<file path="src/rtl/bch_pkg.sv">
// Shared definitions for the BCH corrector: code selects, frame geometry helpers and FSM states.
package bch_pkg;

   localparam logic [1:0] CODE_63   = 2'd1;
   localparam logic [1:0] CODE_255  = 2'd2;
   localparam logic [1:0] CODE_1023 = 2'd3;

   typedef enum logic [1:0] {IDLE, LOAD, WAIT_LOC, DRAIN} state_t;

   function automatic int unsigned words_for_code(input logic [1:0] code);
      case (code)
         CODE_1023: return 16;
         CODE_255:  return 4;
         default:   return 1;
      endcase
   endfunction

   function automatic int unsigned n_for_code(input logic [1:0] code);
      case (code)
         CODE_1023: return 1023;
         CODE_255:  return 255;
         default:   return 63;
      endcase
   endfunction

endpackage

</file>
<file path="src/rtl/corr_buf.sv">
// Codeword buffer: one word write port, one single-bit toggle port, one combinational read port.
module corr_buf #(
   parameter int unsigned MAX_WORDS = 16,
   parameter int unsigned AW        = $clog2(MAX_WORDS)
) (
   input  logic          clk,
   input  logic          rst,
   input  logic          we,
   input  logic [AW-1:0] waddr,
   input  logic [63:0]   wdata,
   input  logic          fe,
   input  logic [AW-1:0] fword,
   input  logic [5:0]    fbit,
   input  logic [AW-1:0] raddr,
   output logic [63:0]   rdata
);

   logic [63:0] mem [MAX_WORDS];

   // Contents are not reset; writes are only held off while rst is high.
   always_ff @(posedge clk) begin
      if (!rst) begin
         if (we) begin
            mem[waddr] <= wdata;
         end else if (fe) begin
            mem[fword][fbit] <= ~mem[fword][fbit];
         end
      end
   end

   assign rdata = mem[raddr];

endmodule

</file>
<file path="src/rtl/bch_corrector.sv">
// Buffers a received BCH codeword, flips the bits named by the decoder's location stream and
// streams the corrected words out over a valid/ready handshake.
module bch_corrector
   import bch_pkg::*;
#(
   parameter int unsigned MAX_WORDS = 16,
   parameter int unsigned LOC_W     = 10
) (
   input  logic             clk,
   input  logic             rst,
   input  logic             set,
   input  logic [1:0]       code,
   input  logic             cw_valid,
   input  logic [63:0]      cw_data,
   input  logic             loc_valid,
   input  logic [LOC_W-1:0] loc,
   input  logic             out_ready,
   output logic             out_valid,
   output logic [63:0]      out_data,
   output logic             out_last,
   output logic             busy,
   output logic             err_flag
);

   localparam int unsigned AW = $clog2(MAX_WORDS);

   state_t        state_q, state_d;
   logic [1:0]    code_q, code_d;
   logic [AW-1:0] wcnt_q, wcnt_d;
   logic [AW-1:0] rcnt_q, rcnt_d;
   logic          err_q, err_d;
   logic          seen_q, seen_d;

   logic          buf_we;
   logic          flip_en;
   logic [AW-1:0] flip_word;
   logic [5:0]    flip_bit;
   logic [63:0]   rd_word;
   logic [AW-1:0] nw_last;
   logic          in_range;

   assign nw_last   = AW'(words_for_code(code_q) - 1);
   assign in_range  = (32'(loc) < n_for_code(code_q));
   // Position 64*k + (63-b) lives in word k, bit b.
   assign flip_word = loc[LOC_W-1:6];
   assign flip_bit  = 6'd63 - loc[5:0];

   corr_buf #(
      .MAX_WORDS (MAX_WORDS)
   ) u_buf (
      .clk   (clk),
      .rst   (rst),
      .we    (buf_we),
      .waddr (wcnt_q),
      .wdata (cw_data),
      .fe    (flip_en),
      .fword (flip_word),
      .fbit  (flip_bit),
      .raddr (rcnt_q),
      .rdata (rd_word)
   );

   always_ff @(posedge clk) begin
      if (rst) begin
         state_q <= IDLE;
         code_q  <= CODE_63;
         wcnt_q  <= '0;
         rcnt_q  <= '0;
         err_q   <= 1'b0;
         seen_q  <= 1'b0;
      end else begin
         state_q <= state_d;
         code_q  <= code_d;
         wcnt_q  <= wcnt_d;
         rcnt_q  <= rcnt_d;
         err_q   <= err_d;
         seen_q  <= seen_d;
      end
   end

   always_comb begin
      state_d = state_q;
      code_d  = code_q;
      wcnt_d  = wcnt_q;
      rcnt_d  = rcnt_q;
      err_d   = err_q;
      seen_d  = seen_q;
      buf_we  = 1'b0;
      flip_en = 1'b0;

      if (set) begin
         // A new frame start aborts whatever is in progress.
         state_d = LOAD;
         code_d  = (code == 2'd0) ? CODE_63 : code;
         err_d   = (code == 2'd0);
         wcnt_d  = '0;
         rcnt_d  = '0;
         seen_d  = 1'b0;
      end else begin
         unique case (state_q)
            IDLE: ;
            LOAD: begin
               if (cw_valid) begin
                  buf_we = 1'b1;
                  wcnt_d = wcnt_q + 1'b1;
                  if (wcnt_q == nw_last) begin
                     state_d = WAIT_LOC;
                  end
               end
               if (loc_valid) begin
                  err_d = 1'b1;
               end
            end
            WAIT_LOC: begin
               if (loc_valid) begin
                  seen_d = 1'b1;
                  if (in_range) begin
                     flip_en = 1'b1;
                  end else begin
                     err_d = 1'b1;
                  end
               end else if (seen_q) begin
                  state_d = DRAIN;
               end
            end
            DRAIN: begin
               if (out_ready) begin
                  if (rcnt_q == nw_last) begin
                     state_d = IDLE;
                     rcnt_d  = '0;
                  end else begin
                     rcnt_d = rcnt_q + 1'b1;
                  end
               end
            end
         endcase
      end
   end

   assign busy      = (state_q != IDLE);
   assign out_valid = (state_q == DRAIN);
   assign out_data  = out_valid ? rd_word : '0;
   assign out_last  = out_valid && (rcnt_q == nw_last);
   assign err_flag  = err_q;

endmodule

</file>
<file path="config.mk">
export PLATFORM = sky130hd
export DESIGN_NAME = bch_corrector
export DESIGN_NICKNAME = d
export VERILOG_FILES = /design/src/rtl/bch_pkg.sv /design/src/rtl/corr_buf.sv /design/src/rtl/bch_corrector.sv
export SDC_FILE = /design/constraint.sdc
export NUM_CORES = 2
export LEC_CHECK = 0
export ABC_AREA = 0
export BUFFER_PORTS_ARGS = -buffer_cell sky130_fd_sc_hd__buf_2
export CAP_MARGIN = 10
export CORE_UTILIZATION = 50
export CTS_CLUSTER_DIAMETER = 200
export CTS_CLUSTER_SIZE = 30
export DETAILED_ROUTE_END_ITERATION = 10
export PLACE_DENSITY = 0.65
export SLEW_MARGIN = 20
export SYNTH_ARGS = -nofsm -noshare
export SYNTH_HDL_FRONTEND = slang
export SYNTH_SLANG_ARGS = --single-unit
</file>
<file path="constraint.sdc">
create_clock -name clk -period 4.8 [get_ports clk]
set_input_delay 1.44 -clock clk [delete_from_list [all_inputs] [get_ports clk]]
set_output_delay 1.44 -clock clk [all_outputs]
set_load 0.05 [all_outputs]
</file>
# [Word-level counts from Yosys, hierarchy flattened]
# Memory sizes are Yosys's and may differ from the RTL's. A register that Yosys moved wholly into a read port is not among the register bits.
# Index checks and enable logic that the tools add are counted.
[totals] register_bits=14 ramBits=1024 inputBits=82 out_inout_bits=68 elab_cells=94 n_memories=1
[memory_table] memory="u_buf.mem" depth=16 word_bits=64 read_ports=2 rd_clocked_by_memory_dff=1 wr=1 line_no="corr_buf.sv:18" rtl="logic [63:0] mem [MAX_WORDS];"
[classes] n_addsub=4 magnitude_cmp=3 n_eq_ne=22 mux=41 n_bitwise=1 reduce_logical=15
[ops] op="$mux W64" n=4
[ops] op="$reduce_or A64 Y1" n=1
[ops] op="$lt A10 B32 Y1" n=1
[ops] op="$ne A3 B3 Y1 const B" n=8
[ops] op="$mux W1" n=20
[ops] op="$pmux W10 S2" n=1
[ops] op="$mux W4" n=4
[ops] op="$mux W2" n=7
[ops] op="$reduce_and A7 Y1" n=2
[ops] op="$ne A2 B2 Y1 const B" n=5
[ops] op="$add A4 B1 Y4 const B" n=2
[ops] op="$eq A2 B2 Y1 const B" n=4
[ops] op="$eq A4 B4 Y1" n=2
[ops] op="$lt A6 B7 Y1 const B" n=1
[ops] op="$bmux W1 S6" n=1
[ops] op="$demux W1 S6" n=1
[ops] op="$ge A6 B1 Y1 const B" n=1
[ops] op="$pmux W2 S3" n=1
[ops] op="$pmux W3 S2" n=1
[ops] op="$reduce_and A2 Y1" n=3
[ops] op="$reduce_bool A3 Y1" n=2
[ops] op="$sub A6 B6 Y6 const A" n=1
[ops] op="$reduce_and A4 Y1" n=1
[ops] op="$reduce_bool A4 Y1" n=1
[ops] op="10 further kinds" n=11

# [Longest topological paths before layout]
[logic_depth] depth_word=13 depth_mapped=16 mapped_depth_nobuf=9

# [Hierarchy]
# Synthesis repeated with hierarchy kept, for this count alone.
[unflattened] cells_unflattened=3836 hier_area_um2=54273.3
[modules_own_cells] mod="corr_buf" instances=1 cells_per_inst=3641 area_each_um2=52872.0 seq_area_each_um2=30749.5
[modules_own_cells] mod="bch_corrector" instances=1 cells_per_inst=195 area_each_um2=1401.3 seq_area_each_um2=280.3

# [Least setup slack after synthesis]
# OpenSTA, ideal clock, no wires.
[synth_timing] path_kind="input-to-reg" startpoint="in loc[1]" endpoint="mem u_buf.mem[0][23], data pin" setup_time_ps=291 arrival_time_ps=4204 t_required_ps=4509 path_slack_ps=304 cell_stages=12 path_buffers=5 path_cell_list="clkbuf_1 > buf_2 > or4b_2 > buf_2 > nor4_1 > a2111oi_0 > nand4_1 > o21ai_0 > and4bb_1 > buf_4 > buf_2 > a21oi_1"
[synth_between] elab_chain_len=11 word_cells_on_any_way=20 cone_classes="add/sub: 1; order compare: 3; mux: 13; bitwise: 1; reduce/logical: 2"
[synth_lines] element="start: declaration" line_no="bch_corrector.sv:16" rtl="input logic [LOC_W-1:0] loc,"
[synth_lines] element="$lt A10 B32 Y1" line_no="bch_corrector.sv:43" rtl="assign in_range = (32'(loc) < n_for_code(code_q));"
[synth_lines] element="$mux W1" line_no="bch_corrector.sv:117" rtl="if (in_range) begin"
[synth_lines] element="$mux W1" line_no="bch_corrector.sv:115" rtl="if (loc_valid) begin"
[synth_lines] element="$mux W1" line_no="bch_corrector.sv:100" rtl="unique case (state_q)"
[synth_lines] element="$mux W1" line_no="bch_corrector.sv:91" rtl="if (set) begin"
[synth_lines] element="$mux W1" line_no="corr_buf.sv:25" rtl="end else if (fe) begin"
[synth_lines] element="$mux W1" line_no="corr_buf.sv:23" rtl="if (we) begin"
[synth_lines] element="$mux W1" line_no="corr_buf.sv:22" rtl="if (!rst) begin"
[synth_lines] element="$mux W64 (not written as such)" line_no="corr_buf.sv:26" rtl="mem[fword][fbit] <= ~mem[fword][fbit];"
[synth_lines] element="$reduce_or A64 Y1 (no source line)"
[synth_lines] element="$mux W64 (no source line) *"
[synth_lines] element="end: declaration" line_no="corr_buf.sv:18"
# Every way passes the cells marked *; elsewhere a longest branch is shown, timed or not. The select of a mux whose other input is x is not followed.

==> flow_summary.yaml <==
setup_path:
  end_kind: "output pin"
  critPathKind: "reg2out"
  cp_data_required_time_ps: 3360
  cp.arrival_ps: 3190
  cpMostUsedCell: "mux4_2"
  path_cells: "buf_4 > mux4_2 > mux4_2 > and2_1 > buf_2"
  critPathLaunchType: "flip-flop"
  critical_path.max_fanout: 32
  crit_slowest_cell: "dfxtp_4"
  cpPeakStageDelay_ps: 670
synth:
  yosysMostFrequentCell: "nor2_1"
  synth.top_cells.by_area: "edfxtp_1, mux4_2, nor2_1"
  ys_seq_elements: 1042
  syn_inst: 3876
  syn_nets: 3968
  netlist_top_cells_count: "nor2_1, edfxtp_1, mux4_2, clkbuf_1, mux2i_1"
  synth_top_family_by_area: "multiplexers"
  syn_avg_cell_area_um2: 14.09
  synth_compound_area_share_pct: 3.780
  ys.flop_type: "edfxtp_1"
  synth-edff-count: 1024
  yosys.area.top_type: "edfxtp_1"
  synthSimpleGateAreaFrac_pct: 10.82
  synth_mux_area_share_pct: 24.17
  ys_async_sr_fraction_pct: 0
  yosysTopAreaCellShare_pct: 56.30
  synth_warnings: 0
  syn_area_um2: 54620
  ys_types: 74
  synth-xor-area-share_pct: 0.09621
  yosysSeqAreaShare_pct: 56.96
  synthAdderAreaFrac_pct: 0.2291
global_routing:
  grt_pass1_wl_um: 248800
  grt_usage_pct: 30.99
  antenna_found_initial: 6
  grt_start_max_net_pins: 65
  grt_pass1_vias: 35802
  grt.overflow.total: 0
layout:
  finalInstanceArea_um2: 60920
  finalNetCount: 4190
  area_growth_syn_to_layout_pct: 11.53
  drive_above_1_share_pct: 29.80
drt:
  drtIter0Drc: 5677
  dr.pass1.iters: 5
  via_count: 37274
  drt-total-wl_um: 172100
  ant_nets: 0
  wire_per_inst_um: 31.19
  route.detailed.drc: 0
  viasPerCell: 6.755
place:
  port_buffers: 149
  place_ws_ps: -323.5
  placedInstanceArea_um2: 59690
  gp_congestion: 0.8708
  hpwl_um: 111200
pwr:
  switching_share_pct: 22.62
  power_uw: 15710
  power_density_nw_per_um2: 257.9
  seqPwrFrac_pct: 63.6
  intPower_uw: 12160
  combinationalPowerShare_pct: 8.9
  p_clk_share_pct: 27.5
  p_leak_uw: 0.01907
  ir_worst_vdd_mv: 0.2207
  switchingPower_uw: 3553
die:
  rows: 120
  fp.dieW_um: 332.5
  io_pins: 150
  dieHeight_um: 332.5
  die_area_um2: 110600
  initial_utilization_pct: 50.74
  core_um2: 107700
timing:
  rsz0062_at_grt: "false"
  max_freq_ghz: 0.2158
  drv_slew: 0
  period_share_pct: 96.52
  worst_slack_ps: 167.0
  worst_pin_slew_ps: 1136
  hold_viol_final: 0
  clock_skew_ps: 37.36
  timing.final.crit_period_ps: 4633
  max_slew_margin_pct: 24.26
  setup_viol: 0
clock_network:
  cts_setup_buffers: 0
  h-tree-depth: 2
  cts_max_path_buffers: 3
  cts-buffers-inserted: 40
  clock_latency_ps: 650
  cts_tree: "done"
  clkSinkCount: 1042
  hold_buffers: 0
  cts_root_buffer: "clkbuf_16"
  cts_resized: 0
  path_clk_slew_ps: 110
run_status:
  status: "completed"
run:
  drv_cap: 0
min_path:
  min_path_type: "reg2reg"
[worst max-delay path, delay by kind of cell (launching register included)]
family	cells	cell delay [ps]
buffers and inverters	2	720
DFF	1	670
muxes	2	960
and+or+nand+nor	1	190
[layout make-up]
type / instances / area [µm²]
antenna: 1 / 2.502
fill: 8517 / 46730
timing repair buffer: 562 / 5235
clock inverter: 1 / 8.758
multi-input combinational: 2443 / 21670
sequential: 1042 / 31120
clock buffer: 57 / 1086
inverter: 9 / 33.78
tap: 1403 / 1755
[kinds of logic (layout without fill, tap and decap cells)]
family                   Yosys count  in the layout
flip-flops                      1042           1042
AND/OR/NAND/NOR                 1416           1416
AO/OA/AOI/OAI                    324            324
XOR/XNOR                           6              6
other                              0              1
buffers and inverters            391            629
adder cells (fa/ha/maj)           10             10
multiplexers                     687            687
[sequential cells by signal, summed over array words and instances, names as in the netlist, named ones only]
name       count
u_buf.mem   1024
rcnt_q         4
wcnt_q         4
code_q         2
state_q        2
err_flag       1
seen_q         1
[through the flow]
step	hold WS, ps	std cells	setup TNS [ps]	utilization (%)
2_1_floorplan	437.8	3876	0	-
3_5_place_dp	466.0	5459	-275660	55.45
3_3_place_gp	453.0	5459	-230000	55.43
6_report	493.5	5518	0	56.59
4_1_cts	496.5	5517	0	56.47
5_1_grt	530.4	5517	0	56.59
[metal layers]
metal	GRT usage, %	share of wire [%]
met1	44.33	38
met2	48.24	47
met3	5.883	12
met4	9.781	3.5
met5	0	0.023
[path summary, 6_finish.rpt]
kind	startpoint	to	slack (ps)	cells past startpoint
min	seen_q$_SDFFE_PP0P_	seen_q$_SDFFE_PP0P_	490	2
max reg2reg	state_q[1]$_SDFFE_PP0P_	u_buf.mem[3][20]$_DFFE_PP_	1200	10
max	flip-flop	out_data[10]	170	5
min reg2reg	seen_q$_SDFFE_PP0P_	seen_q$_SDFFE_PP0P_	490	2
[cell usage in the layout, fill, tap and decap left out, drive strengths merged, types with 12 or more instances in the layout]
master,synthesis,layout
a21oi,152,152
mux2i,167,167
nor3,47,47
o22ai,71,71
nor4,19,19
nand3,15,15
a22oi,20,20
nor2,1150,1150
a211oi,21,21
nand2,49,49
o21ai,22,22
mux2,22,22
dfxtp,18,18
and2,71,71
buf,151,561
o221ai,12,12
mux4,498,498
clkbuf,228,58
edfxtp,1024,1024
[power groups by stage]
stage	logic [µW]	registers, µW	clock network, µW
after floorplan	793	10200	0
after global placement	1350	10200	0
after detailed placement	1370	10200	0
after CTS	1370	9990	4370
after global routing	1450	10000	4620
final	1390	9990	4330
Note: power is estimated with default switching activity, not from simulation.
